===== src/rtl/led_arbiter_pkg.sv =====
// Shared types and helpers for the LED bank arbiter.
// Build option: LED_ARBITER_FIXED_PRIO_EN (see led_arbiter_pick).
package led_arbiter_pkg;

   // Arbiter FSM states
   typedef enum logic {
      ARB_IDLE = 1'b0,
      ARB_HOLD = 1'b1
   } arb_state_t;

   // Width of the hold counter: clog2(hold), never less than one bit
   function automatic int cnt_width(input int hold);
      int w;
      w = $clog2(hold);
      if (w < 1) w = 1;
      return w;
   endfunction

endpackage


===== src/rtl/led_arbiter_if.sv =====
// Requester/LED-side bundle of the LED bank arbiter.
// The arbiter takes the slave view; pattern sources and the board see master.
interface led_arbiter_if #(
   parameter int NREQ  = 4,
   parameter int WIDTH = 8
);
   logic [NREQ-1:0]       REQ;
   logic [NREQ*WIDTH-1:0] PAT;
   logic [NREQ-1:0]       GNT;
   logic [WIDTH-1:0]      LED;
   logic                  BUSY;
   logic [NREQ-1:0]       DONE;

   modport slave (
      input  REQ, PAT,
      output GNT, LED, BUSY, DONE
   );

   modport master (
      output REQ, PAT,
      input  GNT, LED, BUSY, DONE
   );
endinterface


===== src/rtl/led_arbiter_pick.sv =====
// Combinational winner search for the LED bank arbiter.
// Default: round-robin search upward from ptr_i, wrapping NREQ-1 -> 0.
// LED_ARBITER_FIXED_PRIO_EN: lowest asserted index wins, ptr_i ignored.
module led_arbiter_pick
   import led_arbiter_pkg::*;
#(
   parameter int NREQ = 4,
   localparam int IW  = $clog2(NREQ)
) (
   input  logic [NREQ-1:0] req_i,
   input  logic [IW-1:0]   ptr_i,
   output logic [IW-1:0]   win_o,
   output logic            valid_o
);

`ifdef LED_ARBITER_FIXED_PRIO_EN
   logic unused_ptr;
   assign unused_ptr = ^ptr_i;

   // Scan downward so the lowest asserted index is written last and wins
   always_comb begin
      win_o = '0;
      for (int k = NREQ - 1; k >= 0; k--) begin
         if (req_i[k]) win_o = IW'(k);
      end
   end
`else
   // Scan offsets downward from ptr so the smallest offset is written last and wins
   always_comb begin
      win_o = '0;
      for (int k = NREQ - 1; k >= 0; k--) begin
         if (req_i[(int'(ptr_i) + k) % NREQ]) win_o = IW'((int'(ptr_i) + k) % NREQ);
      end
   end
`endif

   assign valid_o = |req_i;

endmodule


===== src/rtl/led_arbiter.sv =====
// Time-shares one WIDTH-bit LED bank among NREQ pattern sources.
// A grant lasts HOLD cycles or ends when the grantee drops its request;
// there is always one idle cycle (carrying the DONE pulse) between grants.
// Build option: LED_ARBITER_FIXED_PRIO_EN selects fixed priority instead of round-robin.
module led_arbiter
   import led_arbiter_pkg::*;
#(
   parameter int WIDTH = 8,
   parameter int NREQ  = 4,
   parameter int HOLD  = 1024
) (
   input  logic        CLK,
   input  logic        RST,
   led_arbiter_if.slave bus
);

   localparam int IW = $clog2(NREQ);
   localparam int CW = cnt_width(HOLD);
   localparam logic [CW-1:0] CNT_LAST = CW'(HOLD - 1);

   arb_state_t        state_q;
   logic [NREQ-1:0]   gnt_q;
   logic [WIDTH-1:0]  led_q;
   logic              busy_q;
   logic [NREQ-1:0]   done_q;
   logic [IW-1:0]     ptr_q;
   logic [CW-1:0]     cnt_q;
   logic [IW-1:0]     g_q;

   logic [IW-1:0]     win_idx;
   logic              win_valid;
   logic              release_d;
   logic [WIDTH-1:0]  pat_arr [NREQ];

   // Slice the flat pattern bus into one entry per requester
   generate
      for (genvar gi = 0; gi < NREQ; gi++) begin : g_pat
         assign pat_arr[gi] = bus.PAT[gi*WIDTH +: WIDTH];
      end
   endgenerate

   led_arbiter_pick #(.NREQ(NREQ)) u_pick (
      .req_i   (bus.REQ),
      .ptr_i   (ptr_q),
      .win_o   (win_idx),
      .valid_o (win_valid)
   );

   // Grant ends on withdrawal or when the last hold cycle is reached
   assign release_d = !bus.REQ[g_q] || (cnt_q == CNT_LAST);

`ifndef LED_ARBITER_FIXED_PRIO_EN
   logic [IW-1:0] ptr_d;
   // Next search start is the requester just after the one released
   assign ptr_d = (g_q == IW'(NREQ - 1)) ? '0 : g_q + 1'b1;
`endif

   // Arbiter FSM with all outputs registered
   always_ff @(posedge CLK) begin
      if (RST) begin
         state_q <= ARB_IDLE;
         gnt_q   <= '0;
         led_q   <= '0;
         busy_q  <= 1'b0;
         done_q  <= '0;
         ptr_q   <= '0;
         cnt_q   <= '0;
         g_q     <= '0;
      end else begin
         done_q <= '0;
         case (state_q)
            ARB_IDLE: begin
               if (win_valid) begin
                  gnt_q   <= NREQ'(1) << win_idx;
                  g_q     <= win_idx;
                  led_q   <= pat_arr[win_idx];
                  cnt_q   <= '0;
                  busy_q  <= 1'b1;
                  state_q <= ARB_HOLD;
               end
            end
            ARB_HOLD: begin
               if (release_d) begin
                  gnt_q   <= '0;
                  done_q  <= NREQ'(1) << g_q;
                  busy_q  <= 1'b0;
                  state_q <= ARB_IDLE;
`ifndef LED_ARBITER_FIXED_PRIO_EN
                  ptr_q   <= ptr_d;
`endif
               end else begin
                  cnt_q <= cnt_q + 1'b1;
                  led_q <= pat_arr[g_q];
               end
            end
            default: state_q <= ARB_IDLE;
         endcase
      end
   end

   assign bus.GNT  = gnt_q;
   assign bus.LED  = led_q;
   assign bus.BUSY = busy_q;
   assign bus.DONE = done_q;

endmodule


===== src/flat_wrapper.sv =====
// flat-port wrapper written by rule: the top's interface ports become plain ports
module led_arbiter_flat import led_arbiter_pkg::*;
#(
   parameter int WIDTH = 8,
   parameter int NREQ  = 4,
   parameter int HOLD  = 1024
)
  (CLK, RST, bus_REQ, bus_PAT, bus_GNT, bus_LED, bus_BUSY, bus_DONE);
  led_arbiter_if #(.NREQ(NREQ), .WIDTH(WIDTH)) bus_i ();
  input  logic CLK;
  input  logic RST;
  input wire logic [$bits(bus_i.REQ)-1:0] bus_REQ;
  input wire logic [$bits(bus_i.PAT)-1:0] bus_PAT;
  output wire logic [$bits(bus_i.GNT)-1:0] bus_GNT;
  output wire logic [$bits(bus_i.LED)-1:0] bus_LED;
  output wire logic [$bits(bus_i.BUSY)-1:0] bus_BUSY;
  output wire logic [$bits(bus_i.DONE)-1:0] bus_DONE;
  assign bus_i.REQ = bus_REQ;
  assign bus_i.PAT = bus_PAT;
  assign bus_GNT = bus_i.GNT;
  assign bus_LED = bus_i.LED;
  assign bus_BUSY = bus_i.BUSY;
  assign bus_DONE = bus_i.DONE;
  led_arbiter #(.WIDTH(WIDTH), .NREQ(NREQ), .HOLD(HOLD)) u_core (.CLK(CLK), .RST(RST), .bus(bus_i));
endmodule

===== config.mk =====
export PLATFORM = sky130hd
export DESIGN_NAME = led_arbiter_flat
export DESIGN_NICKNAME = d
export VERILOG_FILES = /design/src/rtl/led_arbiter_pkg.sv /design/src/rtl/led_arbiter_if.sv /design/src/rtl/led_arbiter_pick.sv /design/src/rtl/led_arbiter.sv /design/src/flat_wrapper.sv
export SDC_FILE = /design/constraint.sdc
export NUM_CORES = 1
export LEC_CHECK = 0
export ABC_AREA = 1
export BUFFER_PORTS_ARGS = -buffer_cell sky130_fd_sc_hd__buf_4
export CAP_MARGIN = 20
export CORE_UTILIZATION = 48
export DETAILED_ROUTE_END_ITERATION = 6
export MAX_ROUTING_LAYER = met4
export PLACE_DENSITY = 0.76
export SLEW_MARGIN = 15
export SYNTH_ARGS = -nofsm -noshare
export SYNTH_HDL_FRONTEND = slang
export SYNTH_HIERARCHICAL = 1
export SYNTH_SLANG_ARGS = --single-unit

===== constraint.sdc =====
create_clock -name CLK -period 1.9 [get_ports CLK]
set_clock_uncertainty 0.15 [all_clocks]
set_input_delay 0.19 -clock CLK [delete_from_list [all_inputs] [get_ports CLK]]
set_output_delay 0.19 -clock CLK [all_outputs]
set_load 0.02 [all_outputs]

==> results by group <==
Finish
  – Fraction of final layout cells sized beyond drive strength 1: a little over a third
  – Final layout net count: 480
  – Antenna cells: 0
  – Most frequent cells in the layout: nand2_1, buf_4, nand3_1
  – Post-synthesis to final-layout area growth: 40.5%
  – Leading cell type in the layout, fill and taps excluded: nand2_1
  – Fill cells: about 360
  – Post-route core utilization: a little over two thirds

Synthesis
  – Dominant cell type by area after synthesis: dfxtp_1
  – Yosys synthesis warning count: 6
  – Instance count of the mapped netlist: 362
  – Flip-flop cell with the highest count after synthesis: dfxtp_1
  – Synthesized net count: 402
  – Netlist cell types: 27
  – Seq cells post-synth: 32
  – Number of enable flip-flop cells after synthesis: 0
  – Total standard cell area after synthesis: 0.00216 mm2
  – Synthesized area divided by synthesized cell count: ~6 um2
  – FFs w/ async S/R, synth: 0%
  – Largest cells by area after synthesis: dfxtp_1, nand2_1, nand3_1
  – Share of the yosys chip area belonging to registers: just under 30%
  – Proportion of netlist area held by the largest area contributor: just under 30%

Clock network
  – CTS tree: yes
  – H-tree level count: 2
  – Bufs on Longest Clock Path: 2
  – Clock slew at reported path FFs: about 0.070 ns
  – Worst-skew pair later-pin latency: approximately 0.29 ns
  – CTS Buf Count: 5
  – Number of clock sinks: 32
  – CTS Root Cell: clkbuf_8

Power
  – Portion of total power attributed to the clock network: 22.9%
  – Leakage: roughly 1.5 nW
  – Sw Share: approximately two fifths
  – Internal Power: about 1.7 mW
  – Sum of internal, switching and leakage power: roughly 2.9 mW
  – Sequential power share: between 20% and 30%
  – Share of power burned in combinational logic: roughly 48%
  – Ratio of total power to cell area: between 900 and 1000 mW/mm2
  – Net switching power figure: 1.16 mW
  – Maximum VDD drop: about 0.47 mV

Global route
  – GRT Util Overall: between 20% and 30%
  – Overall overflow remaining after global route: 0
  – Initial antenna violation count: 0
  – Largest net degree at the start of global routing: 28
  – Number of global-route vias before repair: around 2400
  – First-pass GRT wire length: approximately 11 mm

Critical path
  – Logic depth of the worst register-to-register path: 19
  – Critical Path End: u_core/bus.LED[6]
  – Crit path arrival time: between 2 and 2.5 ns
  – Endpoint of the most critical register-to-register path: u_core/bus.LED[6]
  – Crit-path most repeated cell: nand2_1
  – Capturing element type of the critical path: register
  – Cell class contributing the biggest share of worst-path delay: simple AND/OR/NAND/NOR gates
  – Startpoint of the lowest-slack register-to-register path: u_core/ptr_q[0]
  – Kind of start point of the critical path: register
  – Cell with the largest stage delay on the worst path: dfxtp_4
  – Cell-by-cell listing of the critical path: inv_8 > nand2_2 > nand2_2 > nand2_2 > nand2_2 > nand2_2 > nand2_1 > nand2_1 > nand2_1 > inv_2 > inv_2 > nand2_4 > clkinv_4 > nand2_1 > nand2_1 > o21ai_1 > nand2_1 > nor2_1 > nor2_1
  – Setup crit start: u_core/ptr_q[0]
  – CP required: between 1.5 and 2 ns
  – Delay of the slowest cell on the worst path: about 0.43 ns
  – Worst Setup Path Type: register to register
  – Number of cells on the critical path: 19
  – Maximum fanout encountered on the critical timing path: 8
  – Slack of the worst reg-to-reg path: -0.17 ns
  – WP buf/inv: 4

Flow run
  – Max-cap violation count: 0

Floorplanning
  – Area of the core: approximately 0.0044 mm2
  – Initial standard-cell utilization of the core: ~50%
  – Die H: around 69 um
  – Site row count: 24
  – Number of top-level design ports: 55
  – Die outline area: roughly 0.0048 mm2
  – Die width: roughly 69 um

Route
  – Routed length per placed instance: approximately 14 um
  – Number of design-rule violations left by the first detailed-router iteration: between 150 and 200
  – Mean number of vias per cell: about 5.3
  – Total number of vias: around 2600
  – Drc violations: 0
  – Routed Antenna Nets: 0
  – Total wire length: between 6 and 7 mm
  – 1st-pass router iterations: 6

Timing
  – Worst-margin pin slew: between 0.4 and 0.5 ns
  – Minimum period implied by the final worst setup slack: a little over 2 ns
  – Fin. Hold Viols: 0
  – Finish-stage setup viols: 11
  – Setup repair after global routing missed its margin: yes
  – Setup slack of the critical path after layout: -0.168 ns
  – Worst max-slew margin expressed relative to the limit: 68.1%
  – Final critical-path share of the clock period: 109%
  – Total negative slack for setup checks: -1.36 ns
  – Slew Viols, Final: 0
  – Hold_ws: 0.179 ns
  – Peak clock frequency supported by timing: a little under 0.5 GHz

Run status
  – Failing checks: setup timing
  – Status: complete, but fails checks

Placement
  – Count of input and output buffers: 54
  – DP Wirelength: 4.58 mm
  – Global placement routability congestion: between 0.8 and 0.9

Min path
  – Hold Crit Depth: 7
  – Worst hold path type: primary input to register
layer usage:
layer,part of all wire [%],wire length [um],GRT usage [%],vias to the layer above
met5,0,0,-,-
met4,2.7,181,14.1,0
met3,5.3,357,5.70,17
met2,49,3290,47.8,100
met1,43,2900,34.6,1182
li1,-,-,-,1322
worst min-delay path by stage:
stage                                   end  slack (ns)             from
after CTS                 u_core/bus.LED[0]        0.18       bus_PAT[0]
final                     u_core/bus.LED[5]        0.18       bus_PAT[5]
after floorplan             u_core/ptr_q[1]        0.30  u_core/ptr_q[1]
after global placement      u_core/cnt_q[8]        0.30              RST
after detailed placement    u_core/cnt_q[8]        0.30              RST
after global routing      u_core/bus.LED[5]        0.21       bus_PAT[5]
power by group through the flow:
stage / combinational, mW / sequential (mW) / clock [mW]
detailed placement: 1.15 / 0.828 / 0
floorplan: 0.676 / 0.883 / 0
global placement: 1.14 / 0.828 / 0
finish: 1.39 / 0.821 / 0.657
global route: 1.51 / 0.831 / 0.691
CTS: 1.27 / 0.815 / 0.667
cell families after synthesis:
family	after synthesis	synth area share, %
AOI/OAI and AO/OA	60	15.4
xor gates and xnor gates	1	0.405
adders and majority gates	2	1.16
buffers and inverters	52	10.0
DFF	32	29.6
and+or+nand+nor	215	43.4
cell usage after synthesis (3+ instances only):
cell / number
inv_2: 4
nor2_1: 34
o211ai_1: 8
inv_1: 32
clkbuf_1: 5
o21ai_1: 15
nand2_1: 124
nand3_1: 39
dfxtp_1: 32
a21oi_1: 16
a21oi_2: 3
buf_2: 5
nand2_2: 6
o21ai_0: 17
registers in the layout, indices dropped and copies added (netlist names):
name and flops:
u_core/bus.BUSY 1, u_core/bus.DONE 4, u_core/bus.GNT 4, u_core/bus.LED 8
u_core/cnt_q 10, u_core/g_q 2, u_core/ptr_q 2, u_core/state_q 1
worst min-delay path: cells and delay by family:
family / cells / cell delay, ns
buf+inv: 1 / 0.09
compound gates: 1 / 0.05
simple gates: 5 / 0.25
area by class of cell:
cell class	count	area, um2	area share, %
tap	52	65.1	2.14
timing repair inverter	1	8.76	0.288
clock inverter	2	35.0	1.15
timing repair buffer	84	633	20.8
sequential	32	648	21.3
multi-input combinational	278	1420	46.6
inverter	38	160	5.27
clock buffer	6	72.6	2.39
through the flow:
stage                     setup slack, ns  instances  instance area [um2]
after floorplan                    0.0193        362                 2170
after global placement             -0.153        477                 2740
after detailed placement           -0.264        477                 2740
after CTS                         -0.0826        490                 2930
after global routing               -0.316        493                 3040
final                              -0.168        493                 3040
timing repair:
action,CTS,global route
hold buffers,1,0
pin swaps,14,23
cloned,1,0
endpoints found under the setup margin,10,11
hold endpoints to repair,1,0
buffers inserted,3,3
gates resized for setup,27,30
Note: power is estimated with default switching activity, not from simulation.
